**src/rtl/apb_fabric_pkg.sv**
```systemverilog
// Shared types and constants for the APB fan-out fabric with wait-state watchdog.
package apb_fabric_pkg;

    typedef enum logic [1:0] {
        ST_IDLE   = 2'd0,
        ST_SETUP  = 2'd1,
        ST_ACCESS = 2'd2,
        ST_RESP   = 2'd3
    } fab_state_e;

    localparam logic [31:0] ERR_DATA_DEFAULT = 32'hDEAD_BEEF;
    localparam int          ERR_CNT_W        = 8;

    // Index width for a one-hot select of n slaves; never narrower than one bit.
    function automatic int idx_w(input int n);
        return (n > 1) ? $clog2(n) : 1;
    endfunction

endpackage

```
**src/rtl/apb_fabric_timeout_if.sv**
```systemverilog
// Bus bundle around the fabric: master-side APB plus the fanned-out slave side.
// The master modport is the environment (APB master and peripherals); the slave modport is the fabric.
interface apb_fabric_timeout_if #(
    parameter int N_SLAVES = 8,
    parameter int ADDR_W   = 32,
    parameter int DATA_W   = 32
);
    logic [N_SLAVES-1:0]        m_psel;
    logic                       m_penable;
    logic                       m_pwrite;
    logic [ADDR_W-1:0]          m_paddr;
    logic [DATA_W-1:0]          m_pwdata;
    logic                       m_pready;
    logic [DATA_W-1:0]          m_prdata;
    logic                       m_pslverr;
    logic [N_SLAVES-1:0]        s_psel;
    logic                       s_penable;
    logic                       s_pwrite;
    logic [ADDR_W-1:0]          s_paddr;
    logic [DATA_W-1:0]          s_pwdata;
    logic [N_SLAVES-1:0]        s_pready;
    logic [N_SLAVES*DATA_W-1:0] s_prdata;

    modport master (
        output m_psel, m_penable, m_pwrite, m_paddr, m_pwdata, s_pready, s_prdata,
        input  m_pready, m_prdata, m_pslverr, s_psel, s_penable, s_pwrite, s_paddr, s_pwdata
    );

    modport slave (
        input  m_psel, m_penable, m_pwrite, m_paddr, m_pwdata, s_pready, s_prdata,
        output m_pready, m_prdata, m_pslverr, s_psel, s_penable, s_pwrite, s_paddr, s_pwdata
    );
endinterface

```
**src/rtl/apb_sel_encoder.sv**
```systemverilog
// One-hot select to binary index, with flags for an empty or multi-hot select.
module apb_sel_encoder
    import apb_fabric_pkg::*;
#(
    parameter int N_SLAVES = 8,
    parameter int IDX_W    = idx_w(N_SLAVES)
) (
    input  logic [N_SLAVES-1:0] sel,
    output logic [IDX_W-1:0]    idx,
    output logic                multi,
    output logic                zero
);

    logic [4:0] ones_s;

    // OR-reduce the indices of set bits; only meaningful when exactly one is set.
    always_comb begin
        idx    = '0;
        ones_s = 5'd0;
        for (int i = 0; i < N_SLAVES; i++) begin
            idx    = sel[i] ? (idx | IDX_W'(i)) : idx;
            ones_s = ones_s + {4'd0, sel[i]};
        end
        multi = (ones_s > 5'd1);
        zero  = (ones_s == 5'd0);
    end

endmodule

```
**src/rtl/apb_fabric_timeout.sv**
```systemverilog
// Registered APB fan-out to N_SLAVES ports with a wait-state watchdog, PSLVERR
// generation on timeout or multi-hot select, and sticky/saturating error status.
module apb_fabric_timeout
    import apb_fabric_pkg::*;
#(
    parameter int                N_SLAVES = 8,
    parameter int                ADDR_W   = 32,
    parameter int                DATA_W   = 32,
    parameter int                TIMEOUT  = 255,
    parameter logic [DATA_W-1:0] ERR_DATA = DATA_W'(ERR_DATA_DEFAULT)
) (
    input  logic                 clk,
    input  logic                 rst,
    apb_fabric_timeout_if.slave  bus,
    input  logic                 err_clr,
    output logic                 err_sticky,
    output logic [ERR_CNT_W-1:0] err_count
);

    localparam int                   IDX_W    = idx_w(N_SLAVES);
    localparam logic [15:0]          CNT_LAST = 16'(TIMEOUT - 1);
    localparam logic [ERR_CNT_W-1:0] CNT_MAX  = '1;

    fab_state_e            state_r, state_nxt_s;
    logic [IDX_W-1:0]      enc_idx_s, idx_r;
    logic                  enc_multi_s, enc_zero_s;
    logic                  rdy_s, latch_s, err_rsp_s;
    logic [DATA_W-1:0]     rdata_s;
    logic [N_SLAVES-1:0]   s_psel_r, s_psel_nxt_s;
    logic                  s_penable_r, s_penable_nxt_s, s_pwrite_r;
    logic [ADDR_W-1:0]     s_paddr_r;
    logic [DATA_W-1:0]     s_pwdata_r;
    logic                  m_pready_r, m_pready_nxt_s;
    logic                  m_pslverr_r, m_pslverr_nxt_s;
    logic [DATA_W-1:0]     m_prdata_r, m_prdata_nxt_s;
    logic [15:0]           cnt_r, cnt_nxt_s;
    logic                  err_sticky_r;
    logic [ERR_CNT_W-1:0]  err_count_r;

    apb_sel_encoder #(.N_SLAVES(N_SLAVES), .IDX_W(IDX_W)) u_enc (
        .sel   (bus.m_psel),
        .idx   (enc_idx_s),
        .multi (enc_multi_s),
        .zero  (enc_zero_s)
    );

    // Pick the ready and read data of the latched slave.
    always_comb begin
        rdy_s   = 1'b0;
        rdata_s = '0;
        for (int k = 0; k < N_SLAVES; k++) begin
            rdy_s   = (idx_r == IDX_W'(k)) ? bus.s_pready[k] : rdy_s;
            rdata_s = (idx_r == IDX_W'(k)) ? bus.s_prdata[k*DATA_W +: DATA_W] : rdata_s;
        end
    end

    // Next state and next values of every registered output.
    always_comb begin
        state_nxt_s     = state_r;
        s_psel_nxt_s    = s_psel_r;
        s_penable_nxt_s = s_penable_r;
        m_pready_nxt_s  = 1'b0;
        m_pslverr_nxt_s = 1'b0;
        m_prdata_nxt_s  = '0;
        cnt_nxt_s       = cnt_r;
        latch_s         = 1'b0;
        case (state_r)
            ST_IDLE: begin
                cnt_nxt_s = 16'd0;
                if (!enc_zero_s && !bus.m_penable) begin
                    latch_s = 1'b1;
                    if (enc_multi_s) begin
                        state_nxt_s     = ST_RESP;
                        m_pready_nxt_s  = 1'b1;
                        m_pslverr_nxt_s = 1'b1;
                        m_prdata_nxt_s  = ERR_DATA;
                    end else begin
                        state_nxt_s  = ST_SETUP;
                        s_psel_nxt_s = bus.m_psel;
                    end
                end else begin
                    state_nxt_s = ST_IDLE;
                end
            end
            ST_SETUP: begin
                if (enc_zero_s) begin
                    state_nxt_s  = ST_IDLE;
                    s_psel_nxt_s = '0;
                end else begin
                    state_nxt_s     = ST_ACCESS;
                    s_penable_nxt_s = 1'b1;
                end
            end
            ST_ACCESS: begin
                // Master abort outranks a slave response landing in the same cycle.
                if (enc_zero_s) begin
                    state_nxt_s     = ST_IDLE;
                    s_psel_nxt_s    = '0;
                    s_penable_nxt_s = 1'b0;
                    cnt_nxt_s       = 16'd0;
                end else if (rdy_s) begin
                    state_nxt_s     = ST_RESP;
                    s_psel_nxt_s    = '0;
                    s_penable_nxt_s = 1'b0;
                    cnt_nxt_s       = 16'd0;
                    m_pready_nxt_s  = 1'b1;
                    m_prdata_nxt_s  = s_pwrite_r ? '0 : rdata_s;
                end else if (cnt_r == CNT_LAST) begin
                    state_nxt_s     = ST_RESP;
                    s_psel_nxt_s    = '0;
                    s_penable_nxt_s = 1'b0;
                    cnt_nxt_s       = 16'd0;
                    m_pready_nxt_s  = 1'b1;
                    m_pslverr_nxt_s = 1'b1;
                    m_prdata_nxt_s  = ERR_DATA;
                end else begin
                    cnt_nxt_s = cnt_r + 16'd1;
                end
            end
            ST_RESP: begin
                state_nxt_s = ST_IDLE;
                cnt_nxt_s   = 16'd0;
            end
            default: begin
                state_nxt_s     = ST_IDLE;
                s_psel_nxt_s    = '0;
                s_penable_nxt_s = 1'b0;
                cnt_nxt_s       = 16'd0;
            end
        endcase
    end

    // State, strobes, response and watchdog counter.
    always_ff @(posedge clk or posedge rst) begin
        if (rst) begin
            state_r     <= ST_IDLE;
            s_psel_r    <= '0;
            s_penable_r <= 1'b0;
            m_pready_r  <= 1'b0;
            m_pslverr_r <= 1'b0;
            m_prdata_r  <= '0;
            cnt_r       <= 16'd0;
        end else begin
            state_r     <= state_nxt_s;
            s_psel_r    <= s_psel_nxt_s;
            s_penable_r <= s_penable_nxt_s;
            m_pready_r  <= m_pready_nxt_s;
            m_pslverr_r <= m_pslverr_nxt_s;
            m_prdata_r  <= m_prdata_nxt_s;
            cnt_r       <= cnt_nxt_s;
        end
    end

    // Transfer attributes captured at master SETUP and held for the slave.
    always_ff @(posedge clk or posedge rst) begin
        if (rst) begin
            s_pwrite_r <= 1'b0;
            s_paddr_r  <= '0;
            s_pwdata_r <= '0;
            idx_r      <= '0;
        end else if (latch_s) begin
            s_pwrite_r <= bus.m_pwrite;
            s_paddr_r  <= bus.m_paddr;
            s_pwdata_r <= bus.m_pwdata;
            idx_r      <= enc_idx_s;
        end
    end

    assign err_rsp_s = (state_r == ST_RESP) && m_pslverr_r;

    // Error status is booked on the error response cycle; a clear in that cycle leaves count 1.
    always_ff @(posedge clk or posedge rst) begin
        if (rst) begin
            err_sticky_r <= 1'b0;
            err_count_r  <= '0;
        end else if (err_clr) begin
            err_sticky_r <= 1'b0;
            err_count_r  <= err_rsp_s ? ERR_CNT_W'(1) : '0;
        end else if (err_rsp_s) begin
            err_sticky_r <= 1'b1;
            err_count_r  <= (err_count_r == CNT_MAX) ? err_count_r : err_count_r + ERR_CNT_W'(1);
        end
    end

    assign bus.s_psel    = s_psel_r;
    assign bus.s_penable = s_penable_r;
    assign bus.s_pwrite  = s_pwrite_r;
    assign bus.s_paddr   = s_paddr_r;
    assign bus.s_pwdata  = s_pwdata_r;
    assign bus.m_pready  = m_pready_r;
    assign bus.m_prdata  = m_prdata_r;
    assign bus.m_pslverr = m_pslverr_r;
    assign err_sticky    = err_sticky_r;
    assign err_count     = err_count_r;

endmodule

```
**src/flat_wrapper.sv**
```systemverilog
// flat-port wrapper written by rule: the top's interface ports become plain ports
module apb_fabric_timeout_flat import apb_fabric_pkg::*;
#(
    parameter int                N_SLAVES = 8,
    parameter int                ADDR_W   = 32,
    parameter int                DATA_W   = 32,
    parameter int                TIMEOUT  = 255,
    parameter logic [DATA_W-1:0] ERR_DATA = DATA_W'(ERR_DATA_DEFAULT)
)
  (clk, rst, err_clr, err_sticky, err_count, bus_m_psel, bus_m_penable, bus_m_pwrite, bus_m_paddr, bus_m_pwdata, bus_s_pready, bus_s_prdata, bus_m_pready, bus_m_prdata, bus_m_pslverr, bus_s_psel, bus_s_penable, bus_s_pwrite, bus_s_paddr, bus_s_pwdata);
  apb_fabric_timeout_if #(.N_SLAVES(N_SLAVES), .ADDR_W(ADDR_W), .DATA_W(DATA_W)) bus_i ();
  input  logic clk;
  input  logic rst;
  input  logic err_clr;
  output logic err_sticky;
  output logic [ERR_CNT_W-1:0] err_count;
  input wire logic [$bits(bus_i.m_psel)-1:0] bus_m_psel;
  input wire logic [$bits(bus_i.m_penable)-1:0] bus_m_penable;
  input wire logic [$bits(bus_i.m_pwrite)-1:0] bus_m_pwrite;
  input wire logic [$bits(bus_i.m_paddr)-1:0] bus_m_paddr;
  input wire logic [$bits(bus_i.m_pwdata)-1:0] bus_m_pwdata;
  input wire logic [$bits(bus_i.s_pready)-1:0] bus_s_pready;
  input wire logic [$bits(bus_i.s_prdata)-1:0] bus_s_prdata;
  output wire logic [$bits(bus_i.m_pready)-1:0] bus_m_pready;
  output wire logic [$bits(bus_i.m_prdata)-1:0] bus_m_prdata;
  output wire logic [$bits(bus_i.m_pslverr)-1:0] bus_m_pslverr;
  output wire logic [$bits(bus_i.s_psel)-1:0] bus_s_psel;
  output wire logic [$bits(bus_i.s_penable)-1:0] bus_s_penable;
  output wire logic [$bits(bus_i.s_pwrite)-1:0] bus_s_pwrite;
  output wire logic [$bits(bus_i.s_paddr)-1:0] bus_s_paddr;
  output wire logic [$bits(bus_i.s_pwdata)-1:0] bus_s_pwdata;
  assign bus_i.m_psel = bus_m_psel;
  assign bus_i.m_penable = bus_m_penable;
  assign bus_i.m_pwrite = bus_m_pwrite;
  assign bus_i.m_paddr = bus_m_paddr;
  assign bus_i.m_pwdata = bus_m_pwdata;
  assign bus_i.s_pready = bus_s_pready;
  assign bus_i.s_prdata = bus_s_prdata;
  assign bus_m_pready = bus_i.m_pready;
  assign bus_m_prdata = bus_i.m_prdata;
  assign bus_m_pslverr = bus_i.m_pslverr;
  assign bus_s_psel = bus_i.s_psel;
  assign bus_s_penable = bus_i.s_penable;
  assign bus_s_pwrite = bus_i.s_pwrite;
  assign bus_s_paddr = bus_i.s_paddr;
  assign bus_s_pwdata = bus_i.s_pwdata;
  apb_fabric_timeout #(.N_SLAVES(N_SLAVES), .ADDR_W(ADDR_W), .DATA_W(DATA_W), .TIMEOUT(TIMEOUT), .ERR_DATA(ERR_DATA)) u_core (.clk(clk), .rst(rst), .bus(bus_i), .err_clr(err_clr), .err_sticky(err_sticky), .err_count(err_count));
endmodule
```
**config.mk**
```make
export PLATFORM = sky130hd
export DESIGN_NAME = apb_fabric_timeout_flat
export DESIGN_NICKNAME = d
export VERILOG_FILES = /design/src/rtl/apb_fabric_pkg.sv /design/src/rtl/apb_fabric_timeout_if.sv /design/src/rtl/apb_sel_encoder.sv /design/src/rtl/apb_fabric_timeout.sv /design/src/flat_wrapper.sv
export SDC_FILE = /design/constraint.sdc
export NUM_CORES = 1
export LEC_CHECK = 0
export ABC_AREA = 1
export CAP_MARGIN = 20
export CORE_AREA = 4 4 176 178
export CTS_CLUSTER_SIZE = 10
export DETAILED_ROUTE_END_ITERATION = 6
export DIE_AREA = 0 0 180 182
export GPL_ROUTABILITY_DRIVEN = 0
export GPL_TIMING_DRIVEN = 0
export SETUP_SLACK_MARGIN = 0.3
export SYNTH_ARGS = -nofsm -noshare
export SYNTH_HDL_FRONTEND = slang
export SYNTH_HIERARCHICAL = 1
export SYNTH_SLANG_ARGS = --single-unit
```
**constraint.sdc**
```tcl
create_clock -name clk -period 11.3 [get_ports clk]
set_clock_uncertainty 0.15 [all_clocks]
set_input_delay 2.26 -clock clk [delete_from_list [all_inputs] [get_ports clk]]
set_output_delay 2.26 -clock clk [all_outputs]
set_load 0.02 [all_outputs]
```
== After elaboration in Yosys (flattened, before gate mapping) ==
Index checks and enable logic that the tools add are counted.

* Register bits after elaboration: 138
* Latch bits: 0
* Bits in writable memories: 0
* Bits in read-only memories: 0
* Input bits: 341
* Output and inout port bits: 117
* Word-level logic and storage cells: 126
* Memories kept: 0

* $add $sub $neg: 9
* $mul: 0
* Divide/modulo/power cells: 0
* Magnitude comparators: 1
* Eq/ne operators: 18
* Shifts and indexed selects: 0
* Muxes and demuxes: 70
* Bitwise gates (word level): 0
* Reductions and logical operators: 15

{| class="wikitable"
|+ Operator list
! kind !! count
|-
| 32-bit two-way mux || 14
|-
| 8-bit two-way mux || 9
|-
| 32-bit case mux with 2 select lines || 1
|-
| 16-bit two-way mux || 3
|-
| 16-bit case mux with 2 select lines || 1
|-
| 1-bit two-way mux || 25
|-
| 8-bit case mux with 3 select lines || 1
|-
| 16-bit by 1-bit adder with 16-bit output (second input constant) || 1
|-
| 16-bit by 8-bit equality test with 1-bit output (second input constant) || 1
|-
| 2-bit two-way mux || 8
|-
| 5-bit by 1-bit adder with 5-bit output || 3
|-
| 3-bit equality test (second input constant) || 4
|-
| 3-bit two-way mux || 4
|-
| 8-bit by 1-bit adder with 8-bit output (second input constant) || 1
|-
| 8-bit equality test (second input constant) || 1
|-
| 2-bit case mux with 4 select lines || 1
|-
| 3-bit by 2-bit equality test with 1-bit output (second input constant) || 2
|-
| 2-bit != test (second input constant) || 3
|-
| 1-bit case mux with 2 select lines || 3
|-
| 2-bit nonzero test || 3
|-
| 4-bit by 1-bit adder with 5-bit output || 1
|-
| 5-bit by 1-bit greater-than comparator with 1-bit output (second input constant) || 1
|-
| 5-bit logical NOT || 1
|-
| 5-bit AND reduction || 1
|-
| 16 further kinds || 20
|}

== Logic depth before layout (Yosys ltp) ==
Gate-level depths: netlist of the first run.

* Word-level depth: 13
* Depth in mapped cells: 22
* Depth with buffers taken out: 21

== By module ==
The synthesis of the first run kept the hierarchy.

{| class="wikitable"
|+ Modules (own cells, without submodules)
! module !! instances !! cells each !! area an instance (um^2)
|-
| apb_fabric_timeout || 1 || 1,154 || 7,835.0
|-
| apb_sel_encoder || 1 || 37 || 247.7
|}

== Worst setup path before layout of the first run ==
OpenSTA, ideal clock, no wires.

* Path type: input to register
* Start point: input bus_m_psel[0]
* End point: register u_core.s_psel_r[0] (netlist: u_core/bus.s_psel[0])
* Arrival: 5.697 ns
* Data required time: 11.032 ns
* Setup slack: 5.335 ns
* Stages: 17
* Path through: inv_1 fa_1 fa_1 fa_1 inv_1 ha_1 inv_1 fa_1 nand2_1 nor3_2 inv_1 nand2_1 inv_1 a21oi_1 nand2_1 nand2_1 nand2_1

* Cells in the longest elaborated chain, start to end: 12
* Elaborated cells on any way between the ends: 20
* Those cells by class: 7 x add/sub; 1 x order compare; 4 x eq/ne; 4 x mux; 4 x reduce/logical

{| class="wikitable"
|+ RTL lines
! what !! line !! RTL
|-
| start, declared || flat_wrapper.sv:17 || <nowiki>input wire logic [$bits(bus_i.m_psel)-1:0] bus_m_psel;</nowiki>
|-
| 1-bit by 1-bit adder with 2-bit output (*) || apb_sel_encoder.sv:22 || <nowiki>ones_s = ones_s + {4'd0, sel[i]};</nowiki>
|-
| 2-bit by 1-bit adder with 3-bit output (*) || apb_sel_encoder.sv:22 ||
|-
| 3-bit by 1-bit adder with 4-bit output (*) || apb_sel_encoder.sv:22 ||
|-
| 4-bit by 1-bit adder with 5-bit output (*) || apb_sel_encoder.sv:22 ||
|-
| 5-bit by 1-bit adder with 5-bit output (*) (3 in series) || apb_sel_encoder.sv:22 ||
|-
| 5-bit logical NOT (*) || apb_sel_encoder.sv:25 || <nowiki>zero = (ones_s == 5'd0);</nowiki>
|-
| named net u_core.enc_zero_s || apb_fabric_timeout.sv:26 || <nowiki>logic enc_multi_s, enc_zero_s;</nowiki>
|-
| 1-bit logical NOT || apb_fabric_timeout.sv:70 || <nowiki>if (!enc_zero_s && !bus.m_penable) begin</nowiki>
|-
| 1-bit logical AND || apb_fabric_timeout.sv:70 ||
|-
| 2-bit by 1-bit != test with 1-bit output (no line) || - ||
|-
| 5-bit AND reduction (no line) || - ||
|-
| end signal, assigned || apb_fabric_timeout.sv:145 || <nowiki>s_psel_r <= s_psel_nxt_s;</nowiki>
|-
| end, declared || apb_fabric_timeout.sv:29 || <nowiki>logic [N_SLAVES-1:0] s_psel_r, s_psel_nxt_s;</nowiki>
|}

The timed path passes the listed nets; every way through them passes the cells marked *. The select of a mux whose other input is x is not followed.
A chain may end at the register's enable or synchronous reset.

== Worst setup path in the final report of the first run ==
* Start point: input bus_m_psel[3]
* End point: register u_core.s_psel_r[5] (netlist: u_core/bus.s_psel[5])

* Cells in the longest elaborated chain, start to end: 10
* Elaborated cells on any way between the ends: 16
* Those cells by class: 5 x add/sub; 1 x order compare; 4 x eq/ne; 2 x mux; 4 x reduce/logical

{| class="wikitable"
|+ RTL lines
! what !! line
|-
| 3-bit by 1-bit adder with 4-bit output (*) || apb_sel_encoder.sv:22
|-
| 4-bit by 1-bit adder with 5-bit output (*) || apb_sel_encoder.sv:22
|-
| 5-bit by 1-bit adder with 5-bit output (*) (3 in series) || apb_sel_encoder.sv:22
|-
| 5-bit logical NOT (*) || apb_sel_encoder.sv:25
|-
| named net u_core.enc_zero_s || apb_fabric_timeout.sv:26
|-
| 1-bit logical NOT || apb_fabric_timeout.sv:70
|-
| 1-bit logical AND || apb_fabric_timeout.sv:70
|-
| 2-bit by 1-bit != test with 1-bit output (no line) || -
|-
| 5-bit AND reduction (no line) || -
|}

The timed path passes the listed nets; every way through them passes the cells marked *.

==> summary.txt, run 1 <==
Logic synthesis
  • Main synth FF type: dfrtp_1
  • Netlist cell types: 30
  • Yosys warning total: 6
  • Post-synthesis async set-or-reset flop share: 100.0%
  • Avg Cell Area, Syn: 6.787 um2
  • Mapped Cells: 1,191
  • Netlist Area Pre-Place: 8083 um2
  • Seq/Total Area, Yosys: 42.72%
  • Number of flops mapped to enable cells by yosys: 0
  • Syn_nets: 1,547
  • Seq cells post-synth: 138

STA
  • Unrepaired setup endpoints after global routing: no
  • Worst slew margin: between 40% and 50%
  • Fin crit share: 61.78%
  • Pins over their slew limit: 0
  • Hold Vio Cnt, Final: 0
  • TNS Setup: 0 ps
  • Crit path time final: 6981 ps
  • Setup violators final: 0
  • FMAX: 143.2 MHz
  • Final worst slack: 4319 ps
  • Min Hold Slack: 318.6 ps
  • Slew @ Worst Pin: 853.6 ps

Setup path
  • Critical path arrival: just over 7000 ps
  • Nature of the critical path endpoint: flip-flop
  • Critical Path RT: 11,450 ps
  • Critical-path maximum fanout: 9
  • Setup crit start kind: primary input
  • Worst Path Class, Setup: in -> reg

Final layout
  • Share of cells above drive strength 1: 3.571%
  • Area grow syn2layout: 70.62%
  • Fillers: 2,910
  • Footprint of the multi-input gates: 4038 um2
  • Register area: 3453 um2
  • Final Net Count: 2,024

Placement
  • DP HPWL: 30.33 mm
  • Pre-CTS WS: 3862 ps
  • Port buffer count: 457

CTS
  • Clk_lat worst skew: just over 400 ps
  • Hold Buf Count CTS: 0
  • H-tree levels: 4
  • Clk root buf: clkbuf_16
  • Clock transition at path regs: ~60 ps
  • PostCTS Resize Cnt: 0
  • Num CTS Buffers: 17
  • CTS sink count: 138
  • Post-CTS Setup Bufs: 0
  • CTS tree: built
  • Worst-case clock buffer depth: 2

Global route
  • First-pass GRT wire length: roughly 55 mm
  • Total GRT Usage: 21.69%
  • Vias in the first global route: 9,473
  • Total congestion overflow: 0
  • Largest net degree at the start of global routing: 77
  • Antenna violations before repair: 6

Run status
  • Status: complete, no violations

Route
  • Drt drc: 0
  • Final wirelength: 36.91 mm
  • Vias per cell: 4.501
  • Pre-antenna DRT Iters: 5
  • Avg WL per Cell: around 18 um
  • Iter 0 DRT Violations: 444
  • Via count: 9,345
  • Antenna-violating nets left: 0

Floorplanning
  • Die width: 180 um
  • Initial core utilization: 27.49%
  • Placeable Area: 29,400 um2
  • Die ar.: 32,760 um2
  • Die H: 182 um
  • Io pins: 458
  • Rows: 63

Power and ir drop
  • Peak VDD IR: 0.09564 mV
  • Power Dens Cells: 236.0 nW/um2
  • Lkg Pwr: approximately 0.0064 uW

Min path
  • Worst Hold Class: reg -> reg

Run
  • Max Cap Viol: 0
[worst paths after layout]
check,slack (ps),cells after the start,end,from
setup / recovery,4320,21,u_core/bus.s_psel[5],bus_m_psel[3]
hold / removal,320,2,u_core/bus.s_psel[2],u_core/bus.s_psel[2]
setup reg to reg,8550,8,u_core/bus.s_psel[5],u_core/state_r[0]
hold reg to reg,320,2,u_core/bus.s_psel[2],u_core/bus.s_psel[2]
max in group asynchronous,7980,3,u_core/bus.m_prdata[17],rst
min in group asynchronous,2220,2,u_core/bus.s_paddr[14],rst
[stage by stage]
step                      total power [uW]  cells  util, %  cell area, um2
after floorplan                       1828   1191        -            8083
after global placement                2675   2038    44.71           13150
after detailed placement              2697   2039    44.82           13180
after CTS                             3292   2070    46.85           13780
after global routing                  3510   2076    46.90           13790
final                                 3254   2076    46.90           13790
[layout by cell type, fill, tap and decap left out, types with 3 or more instances in the layout]
master / instances
ha_1: 11
inv_1: 95
clkdlybuf4s50_1: 457
nand4_1: 36
bufinv_16: 3
o22ai_1: 5
nor3_1: 12
inv_6: 4
nand2_1: 535
o21ai_0: 36
nor2_1: 89
clkbuf_1: 47
inv_2: 5
clkinv_4: 5
diode_2: 6
xor2_1: 12
nor3_2: 3
nand3b_1: 7
nand3_1: 57
fa_1: 4
and2_0: 5
a21oi_1: 68
clkbuf_16: 17
dfrtp_1: 138
buf_2: 5
or2_2: 10
[final cells by class]
class	count	share of cell area, %
Antenna cell	6	0.1089
Tap cell	390	3.538
Multi-Input combinational cell	899	29.28
Inverter	101	2.785
Clock inverter	12	1.198
Buffer	53	1.542
Sequential cell	138	25.04
Clock buffer	19	3.139
Timing Repair Buffer	458	33.37
[kinds of logic (layout without fill, tap and decap cells)]
family / count (synthesis) / count (layout) / share of synthesized area, %
AO/OA/AOI/OAI: 111 / 111 / 7.012
XOR/XNOR: 12 / 12 / 1.300
buffers and inverters: 154 / 643 / 7.322
flip-flops: 138 / 138 / 42.72
other: 0 / 6 / 0
AND/OR/NAND/NOR: 761 / 761 / 38.95
adder cells (fa/ha/maj): 15 / 15 / 2.694
[registers in the layout (all words and copies together), names as in the netlist]
name                  flops
u_core/state_r            2
u_core/err_count          8
u_core/bus.m_pslverr      1
u_core/bus.s_pwdata      32
u_core/bus.s_psel         8
u_core/bus.s_penable      1
u_core/bus.s_pwrite       1
u_core/err_sticky         1
u_core/bus.m_prdata      32
u_core/cnt_r             16
u_core/bus.s_paddr       32
u_core/idx_r              3
u_core/bus.m_pready       1
[metal layers]
layer | wire (um) | track usage (%)
met5 | 0 | 0
met4 | 882 | 7.162
met1 | 14460 | 24.60
met3 | 2330 | 4.788
met2 | 19240 | 40.32
[report_power, final]
part / internal, uW / switching, uW
Clock: 350 / 230
Combinational: 729 / 1190
Sequential: 667 / 87.0
[cell usage after synthesis, types with 2 or more instances]
master / n / area [um2]
o22ai_1: 5 / 31.28
buf_2: 5 / 25.02
and2_1: 2 / 12.51
nand3b_1: 7 / 52.55
xor2_1: 12 / 105.1
nand3_1: 57 / 285.3
ha_1: 11 / 137.6
clkbuf_1: 45 / 168.9
nor2_1: 89 / 334.1
buf_4: 2 / 15.01
nand4_1: 36 / 225.2
fa_1: 4 / 80.08
or2_2: 10 / 62.56
a21oi_1: 68 / 340.3
o21ai_0: 36 / 180.2
inv_1: 96 / 360.4
and2_0: 5 / 31.28
nand2_1: 535 / 2008
nor3_1: 12 / 60.06
nor3_2: 3 / 30.03
inv_2: 5 / 18.77
dfrtp_1: 138 / 3453
[critical path, cell delays in order]
cell,delay (ps)
clkdlybuf4s50_1,530
inv_1,90
fa_1,470
fa_1,520
fa_1,430
inv_1,70
ha_1,160
inv_1,60
fa_1,430
inv_1,60
nand2_1,50
nand2_1,80
nor3_2,70
nor2_1,90
nand2_1,170
inv_2,270
nand2_1,80
a21oi_1,620
nand2_1,390
nand2_1,150
nand2_1,70
(Power assumes the default switching activity.)
==> run 2: changes to the inputs <==
--- a/config.mk
+++ b/config.mk
@@ -7,10 +7,10 @@
 export LEC_CHECK = 0
 export ABC_AREA = 1
 export CAP_MARGIN = 20
-export CORE_AREA = 4 4 176 178
+export CORE_AREA = 4 4 177 179
 export CTS_CLUSTER_SIZE = 10
 export DETAILED_ROUTE_END_ITERATION = 6
-export DIE_AREA = 0 0 180 182
+export DIE_AREA = 0 0 181 183
 export GPL_ROUTABILITY_DRIVEN = 0
 export GPL_TIMING_DRIVEN = 0
 export SETUP_SLACK_MARGIN = 0.3
==> constraint.sdc (replaced) <==
create_clock -name clk -period 6.95 [get_ports clk]
set_clock_uncertainty 0.15 [all_clocks]
set_input_delay 1.39 -clock clk [delete_from_list [all_inputs] [get_ports clk]]
set_output_delay 1.39 -clock clk [all_outputs]
set_load 0.02 [all_outputs]
==> summary.txt, run 2 (synthesis results as in run 1) <==
CTS
  • PostCTS Resize Cnt: 0 (unchanged)
  • Post-CTS Setup Bufs: 0 (unchanged)
  • Clk_lat worst skew: 410 ps (about the same)
  • Hold Buf Count CTS: 0 (unchanged)
  • H-tree levels: 4 (unchanged)
  • Worst-case clock buffer depth: 2 (unchanged)
  • CTS tree: built
  • Clock transition at path regs: 60 ps (about the same)
  • Num CTS Buffers: 17 (unchanged)
  • Clk root buf: clkbuf_16
  • CTS sink count: 138 (unchanged)

Setup path
  • Critical path's slowest cell: a21oi_1
  • Critical-path maximum fanout: 9 (unchanged)
  • Max stage delay on crit path: 590 ps (-30 ps)
  • Critical path origin: bus_m_psel[0]
  • Worst path bufs/invs: 6 (unchanged)
  • Cell family with most CP delay: adder cells
  • Worst Path Class, Setup: in -> reg
  • Critical Path RT: 7100 ps (-4350 ps)
  • Nature of the critical path endpoint: flip-flop
  • Setup crit start kind: primary input
  • Worst R2R Start: u_core/idx_r[1]
  • Crit path cell chain: clkdlybuf4s50_1, inv_1, fa_1, fa_1, fa_1, inv_1, ha_1, inv_1, fa_1, inv_1, nand2_1, nand2_1, nor3_2, nor2_1, nand2_1, inv_2, nand2_1, a21oi_1, nand2_1, nand2_1, nand2_1
  • Cell repeated most along the worst path: nand2_1
  • Critical path arrival: 6230 ps (-900 ps)

STA
  • Pins over their slew limit: 0 (unchanged)
  • Unrepaired setup endpoints after global routing: no
  • Crit path time final: 6074 ps
  • FMAX: between 150 and 200 MHz
  • Hold Vio Cnt, Final: 0 (unchanged)
  • Worst slew margin: 37.72% (-4.9 points)
  • Setup violators final: 0 (unchanged)
  • TNS Setup: 0 ps (unchanged)
  • Slew @ Worst Pin: 927.0 ps (+73.40 ps)
  • Fin crit share: 87.39%

Global route
  • Largest net degree at the start of global routing: 71 (-7.8%)
  • First-pass GRT wire length: 54.57 mm (-1.5%)
  • Antenna violations before repair: 5 (-1)
  • Total congestion overflow: 0 (unchanged)
  • Total GRT Usage: 21.30% (-0.39 points)
  • Vias in the first global route: 9,484 (+0.12%)

Floorplanning
  • Rows: 63 (unchanged)
  • Die H: 183 um (+0.55%)
  • Placeable Area: 29,560 um2 (+0.54%)
  • Io pins: 458 (unchanged)
  • Initial core utilization: 27.34% (-0.15 points)
  • Die ar.: 33,120 um2 (+1.1%)
  • Die width: 181 um (+0.56%)

Route
  • Final wirelength: 36.55 mm (-0.98%)
  • Avg WL per Cell: 17.62 um (-0.88%)
  • Vias per cell: 4.537 (+0.78%)
  • Via count: 9,409 (+0.68%)
  • Drt drc: 0 (unchanged)
  • Antenna-violating nets left: 0 (unchanged)
  • Iter 0 DRT Violations: 487 (+9.7%)
  • Pre-antenna DRT Iters: 5 (unchanged)

Power and ir drop
  • Lkg Pwr: 0.006379 uW (about the same)
  • Power Dens Cells: 384.2 nW/um2 (+63%)
  • Peak VDD IR: 0.1931 mV (+100%)

Final layout
  • Commonest non-fill, non-tap cell in the layout: nand2_1
  • Design area: 13,800 um2 (about the same)
  • Fillers: 2,976 (+2.3%)
  • Area grow syn2layout: 70.73% (about the same)
  • Most frequent cells in the layout: nand2_1, clkdlybuf4s50_1, dfrtp_1, inv_1, nor2_1
  • Final Net Count: 2,024 (unchanged)
  • Share of cells above drive strength 1: 3.688% (+0.12 points)

Placement
  • DP HPWL: 30.16 mm (-0.56%)
  • DP Area: 13,180 um2 (unchanged)
  • Port buffer count: 457 (unchanged)

Min path
  • Worst Hold Class: reg -> reg
  • Hold_sp: u_core/bus.s_psel[5]

Run
  • Max Cap Viol: 0 (unchanged)

Run status
  • Status: complete, no violations
run 2: report_power, final:
part,leakage [uW],switching (uW),internal [uW]
clock,0.000291,392,575
combinational,0.00430,1920,1180
sequential,0.00179,139,1090
run 2: path summary, 6_finish.rpt:
check,endpoint,slack [ps],cells after the start
setup / recovery,u_core/bus.s_psel[3],880,21
hold / removal,u_core/bus.s_psel[5],320,2
setup reg to reg,u_core/bus.m_prdata[16],4200,11
max in group asynchronous,u_core/bus.m_pready,4550,3
min in group asynchronous,u_core/bus.s_pwdata[25],1330,2
hold reg to reg,u_core/bus.s_psel[5],320,2
run 2: per-stage QoR:
stage          std cells  hold WS [ps]  util, %  setup WS, ps  power [uW]
4_1_cts             2071         325.0    46.66         842.4        5377
6_report            2074         319.0    46.68         876.5        5301
3_3_place_gp        2038         302.4    44.47        -603.2        4351
3_5_place_dp        2039         308.7    44.58         404.9        4379
2_1_floorplan       1191         340.2        -          1714        2972
5_1_grt             2074         343.5    46.68         589.2        5736
run 2: area by class of cell:
type                    count  area [um2]  share of cell area, %
multi-input cells         899        4038                  29.26
diodes                      3       7.507                0.05440
inverters                 101       384.1                  2.784
plain buffers              53       212.7                  1.541
clock inverters            14       185.2                  1.342
well taps                 390       488.0                  3.536
repair buffers            458        4602                  33.35
flip-flops and latches    138        3453                  25.02
clock buffers              18       429.2                  3.110
run 2: tightest hold or removal path: stages, from the launching register on:
cell and delay, ps:
dfrtp_1 340, nand2_1 50, nand2_1 40
run 2: layer usage:
| layer | part of all wire, % | vias to the layer above | track usage, % |
|---|---|---|---|
| met2 | 51 | 372 | 39.35 |
| li1 | - | 4707 | - |
| met3 | 7.2 | 56 | 5.871 |
| met5 | 0.060 | - | 0 |
| met1 | 38 | 4270 | 23.72 |
| met4 | 3.0 | 4 | 7.145 |
